**config.mk**
```make
export PLATFORM = sky130hd
export DESIGN_NAME = regs_mp
export DESIGN_NICKNAME = d
export VERILOG_FILES = /design/src/rtl/regs_mp.sv
export SDC_FILE = /design/constraint.sdc
export NUM_CORES = 1
export LEC_CHECK = 0
export BUFFER_PORTS_ARGS = -buffer_cell sky130_fd_sc_hd__buf_2
export CORE_ASPECT_RATIO = 1.4
export CORE_MARGIN = 1
export CORE_UTILIZATION = 64
export DETAILED_ROUTE_END_ITERATION = 6
export GPL_ROUTABILITY_DRIVEN = 0
export GPL_TIMING_DRIVEN = 1
export PLACE_DENSITY = 0.87
export SLEW_MARGIN = 5
export SYNTH_ARGS = -nofsm -noshare
export SYNTH_HDL_FRONTEND = slang
export SYNTH_SLANG_ARGS = --single-unit
export TNS_END_PERCENT = 30
```
**constraint.sdc**
```tcl
create_clock -name clk -period 6.04 [get_ports clk]
set_input_delay 1.208 -clock clk [delete_from_list [all_inputs] [get_ports clk]]
set_output_delay 1.208 -clock clk [all_outputs]
set_load 0.01 [all_outputs]
```
**src/rtl/regs_mp.sv**
```systemverilog
// Parametrised multi-port general-register file: registered read addresses,
// per-port writes with highest-port priority, optional write bypass, sticky collision flag.
module regs_mp #(
  parameter int unsigned WIDTH  = 8,
  parameter int unsigned DEPTH  = 8,
  parameter int unsigned NR     = 4,
  parameter int unsigned NW     = 4,
  parameter bit          BYPASS = 1'b0
) (
  input  logic                clk,
  input  logic                rst_n,
  input  logic [NR*$clog2(DEPTH)-1:0] raddr,
  output logic [NR*WIDTH-1:0] rdata,
  input  logic [NW-1:0]       wen,
  input  logic [NW*$clog2(DEPTH)-1:0] waddr,
  input  logic [NW*WIDTH-1:0] wdata,
  output logic                collide
);

  localparam int unsigned AW = $clog2(DEPTH);

  logic [WIDTH-1:0] mem_q   [DEPTH];
  logic [WIDTH-1:0] mem_d   [DEPTH];
  logic [AW-1:0]    raddr_q [NR];
  logic             collide_q;
  logic             collide_d;
  logic [NW-1:0]    wvalid_c;

  // Addresses at or beyond DEPTH exist only when DEPTH is not a power of two.
  function automatic logic in_range(input logic [AW-1:0] a);
    return {1'b0, a} < (AW+1)'(DEPTH);
  endfunction

  // A write port participates only when enabled and aimed at a real register.
  always_comb begin
    wvalid_c = '0;
    for (int unsigned j = 0; j < NW; j++) begin
      wvalid_c[j] = wen[j] & in_range(waddr[j*AW +: AW]);
    end
  end

  // Ascending port order lets the highest-index port overwrite lower ones.
  always_comb begin
    mem_d     = mem_q;
    collide_d = collide_q;
    for (int unsigned j = 0; j < NW; j++) begin
      if (wvalid_c[j]) begin
        mem_d[waddr[j*AW +: AW]] = wdata[j*WIDTH +: WIDTH];
      end
      for (int unsigned k = j + 1; k < NW; k++) begin
        if (wvalid_c[j] && wvalid_c[k] &&
            (waddr[j*AW +: AW] == waddr[k*AW +: AW])) begin
          collide_d = 1'b1;
        end
      end
    end
  end

  always_ff @(posedge clk or negedge rst_n) begin
    if (!rst_n) begin
      for (int unsigned d = 0; d < DEPTH; d++) begin
        mem_q[d] <= '0;
      end
      for (int unsigned i = 0; i < NR; i++) begin
        raddr_q[i] <= '0;
      end
      collide_q <= 1'b0;
    end else begin
      mem_q <= mem_d;
      for (int unsigned i = 0; i < NR; i++) begin
        raddr_q[i] <= raddr[i*AW +: AW];
      end
      collide_q <= collide_d;
    end
  end

  // Read mux; bypass is held off during reset so rdata stays zero.
  always_comb begin
    rdata = '0;
    for (int unsigned i = 0; i < NR; i++) begin
      if (in_range(raddr_q[i])) begin
        rdata[i*WIDTH +: WIDTH] = mem_q[raddr_q[i]];
      end
      if (BYPASS && rst_n) begin
        for (int unsigned j = 0; j < NW; j++) begin
          if (wvalid_c[j] && (waddr[j*AW +: AW] == raddr_q[i])) begin
            rdata[i*WIDTH +: WIDTH] = wdata[j*WIDTH +: WIDTH];
          end
        end
      end
    end
  end

  assign collide = collide_q;

endmodule
```
==> qor.log <==
INFO  status         status=finished clean
INFO  timing         min_period_over_period=58.7%
INFO  synth          syn_area=7060µm²
INFO  die            fp.dieW=90.8µm
INFO  critical_path  cp_startpoint_kind=register
INFO  die            fp.coreArea=10800µm²
INFO  route          first_pass_iters=6
INFO  timing         final_critical_path_setup_slack=2.49ns
INFO  critical_path  crit_path_end_kind=output pin
INFO  synth          synth_top_cell_area_share=27.3%
INFO  timing         finClkSkew=0ns
INFO  power          ir_drop=0.133mV
INFO  synth          dominant_cell_type_by_area_after_synthesis=dfrtp_1
INFO  critical_path  critical_path_arrival=2.34ns
INFO  die            rows=45
INFO  grt            globalRoute.totalOverflow=0
INFO  synth          synth_cells=720
INFO  route          dr.first_iter.drc_count=1198
INFO  clocking       clkLatencyLatePin=0.34ns
INFO  clocking       cts_setup_buffers=0
INFO  synth          postSynthNetCount=782
INFO  timing         setup_total_negative_slack=0ns
INFO  route          detail_route.wirelength=23500µm
INFO  power          pwr_density_cell=286nW/µm²
INFO  min_path       hold_path_startpoint=collide
INFO  min_path       min_path_type=register to register
INFO  timing         top_achievable_clock_speed=0.282GHz
INFO  timing         hold_slack=0.496ns
INFO  min_path       hold_path_end=collide
INFO  synth          proportion_of_synthesized_flip_flops_having_asynchronous_set_or_reset=100%
INFO  critical_path  cp_max_fo=16
INFO  synth          synth_area_leaders=dfrtp_1, mux4_2, mux2_2
INFO  route          number_of_antenna_violating_nets_in_the_routed_design=0
INFO  grt            grt_first_pass_wirelength=36800µm
INFO  route          vias=6701
INFO  timing         slew_headroom=23.4%
INFO  die            io_pins=95
INFO  timing         tightest_slew=1.14ns
INFO  layout         final_core_util=71.5%
INFO  clocking       cts-root-buf=clkbuf_16
INFO  clocking       cts-buffers-inserted=9
INFO  clocking       cts.sinks=77
INFO  route          detail_route.vias_per_cell=7.49
INFO  placed_design  port-buffer-count=94
INFO  grt            pin_count_of_the_biggest_net_entering_global_routing=78
INFO  synth          synth-edff-count=0
INFO  timing         unrepaired_setup_endpoints_after_global_routing=false
INFO  grt            busiest_layer=met2
INFO  synth          yosys.cell_types.count=37
INFO  clocking       clkSlewWorstSetupHoldPaths=0.06ns
INFO  clocking       htree_num_levels=3
INFO  critical_path  r2r-end=mem_q[47]
INFO  clocking       cts_buffer_depth=2
INFO  critical_path  regToRegSetupSlack=4.79ns
INFO  grt            gr-usage-met1=51.9%
INFO  min_path       hold_depth=1
INFO  grt            grt_antenna_before_repair=2
INFO  grt            first_global_vias=6619
INFO  synth          synth_sequential_area_ratio=27.3%
INFO  clocking       cts_hold_repair.buffers=0
INFO  critical_path  rr_worst_depth=3
INFO  critical_path  worst_r2r_startpoint=mem_q[47]
INFO  clocking       post_cts_resize_count=0
INFO  synth          synth_area_per_cell=9.80µm²
INFO  synth          synth.most_common_cell=nand2_1
INFO  power          p_leak=2.95nW
INFO  grt            groute.usage.overall=42.4%
INFO  timing         final-hold-violation-count=0
INFO  critical_path  required=4.83ns
INFO  synth          synth_top_flop_cell=dfrtp_1
INFO  placed_design  hpwl_after_detailed_placement=17200µm
INFO  timing         final_max_slew_viol_count=0
INFO  synth          yosys_warnings=0
INFO  critical_path  worst_setup_path_category=register to output pin
INFO  die            design.die.area=11500µm²
INFO  layout         final_layout_size_suffix_gt1_share=37.4%
INFO  route          wl_cell=26.3µm
INFO  placed_design  pre_cts_ws=2.89ns
INFO  layout         finish.net_count=810
INFO  die            start_util=65.3%
INFO  route          drc=0
INFO  synth          ys_top_cells_by_count=nand2_1, mux2_2, dfrtp_1, nor2_1
INFO  layout         layout-area-overhead-vs-synth=9.48%
INFO  timing         finalWorstPathRequiredPeriod=3.55ns
INFO  timing         report.final.setup_viol=0
INFO  grt            fraction_of_met3_tracks_used_by_global_routing=7.00%
INFO  grt            groute.layer.met2.usage=70.8%
INFO  flow_run       drv.max_cap_violation_count=0
INFO  clocking       tritoncts_clock_tree=yes
INFO  die            die_height=126µm
INFO  synth          ys_ff_latch=77
==> placed cells by master, fill, tap and decap left out, types with 2 or more instances in the layout <==
master,instances
nor2_1,74
buf_4,8
nand3_1,5
mux2i_1,8
clkbuf_16,9
nor3b_2,2
mux2_2,87
a21oi_1,24
a31oi_1,64
a211o_1,8
o21ai_0,17
nand2_1,102
nor2b_1,4
dfrtp_1,77
o211ai_1,32
clkbuf_1,2
xnor2_1,18
bufinv_16,3
buf_2,93
mux4_2,64
and4b_1,3
diode_2,2
nand4b_1,2
nor4bb_2,5
nand4_1,8
a21boi_0,2
inv_1,8
nor4b_4,2
nand4b_2,3
and4bb_2,2
o21ai_1,7
==> registers in the layout, indices dropped and copies added (netlist names) <==
register	flops
mem_q	64
raddr_q	12
collide	1
==> power breakdown <==
part,internal [W],switching (W),leakage [nW]
Clock,0.000402,0.000217,0.156
Combinational,0.000446,0.000321,1.91
Sequential,0.000616,0.000209,0.884
Total,0.00146,0.000748,2.95
==> worst max path at each step <==
stage                    start  slack, ns        end  cells past startpoint
CTS                 raddr_q[9]       2.51   rdata[7]                      3
global route        raddr_q[9]       2.42   rdata[7]                      3
floorplan           raddr_q[6]       3.27  rdata[12]                      4
global placement    raddr_q[9]       2.91   rdata[7]                      3
finish              raddr_q[9]       2.49   rdata[7]                      3
detailed placement  raddr_q[0]       2.89  rdata[26]                      3
==> per-layer routing <==
layer,routed length (µm),up-vias
met4,1430,0
met2,11700,630
met1,7570,3187
met5,0,-
li1,-,2753
met3,2780,131
==> final cells by class <==
type                    instances  area (µm²)
multi-input cells             551        4730
fillers                       773        3080
flip-flops and latches         77        1930
repair buffers                101         526
clock buffers                  11         233
well taps                     141         176
clock inverters                 4        97.6
inverters                       8        30.0
diodes                          2        5.00
==> per-stage QoR <==
stage                     cells  total power, W  area (µm²)
after global routing        895         0.00228        7730
after global placement      878         0.00151        7390
final                       895         0.00221        7730
after CTS                   893         0.00218        7720
after detailed placement    878         0.00156        7390
after floorplan             720         0.00129        7060
==> critical path, stage by stage, from the launching register on <==
cell,delay [ns]
dfrtp_1,0.90
mux4_2,0.65
mux2_2,0.30
buf_2,0.14
==> kinds of logic (layout without fill, tap and decap cells) <==
family,Yosys count,after routing,synth area share (%)
compound gates,155,155,13.8
xor+xnor,18,18,2.23
buf+inv,92,124,6.08
flops,77,77,27.3
mux,160,160,35.6
other cells,0,2,0
simple gates,218,218,15.0
(Power assumes the default switching activity.)
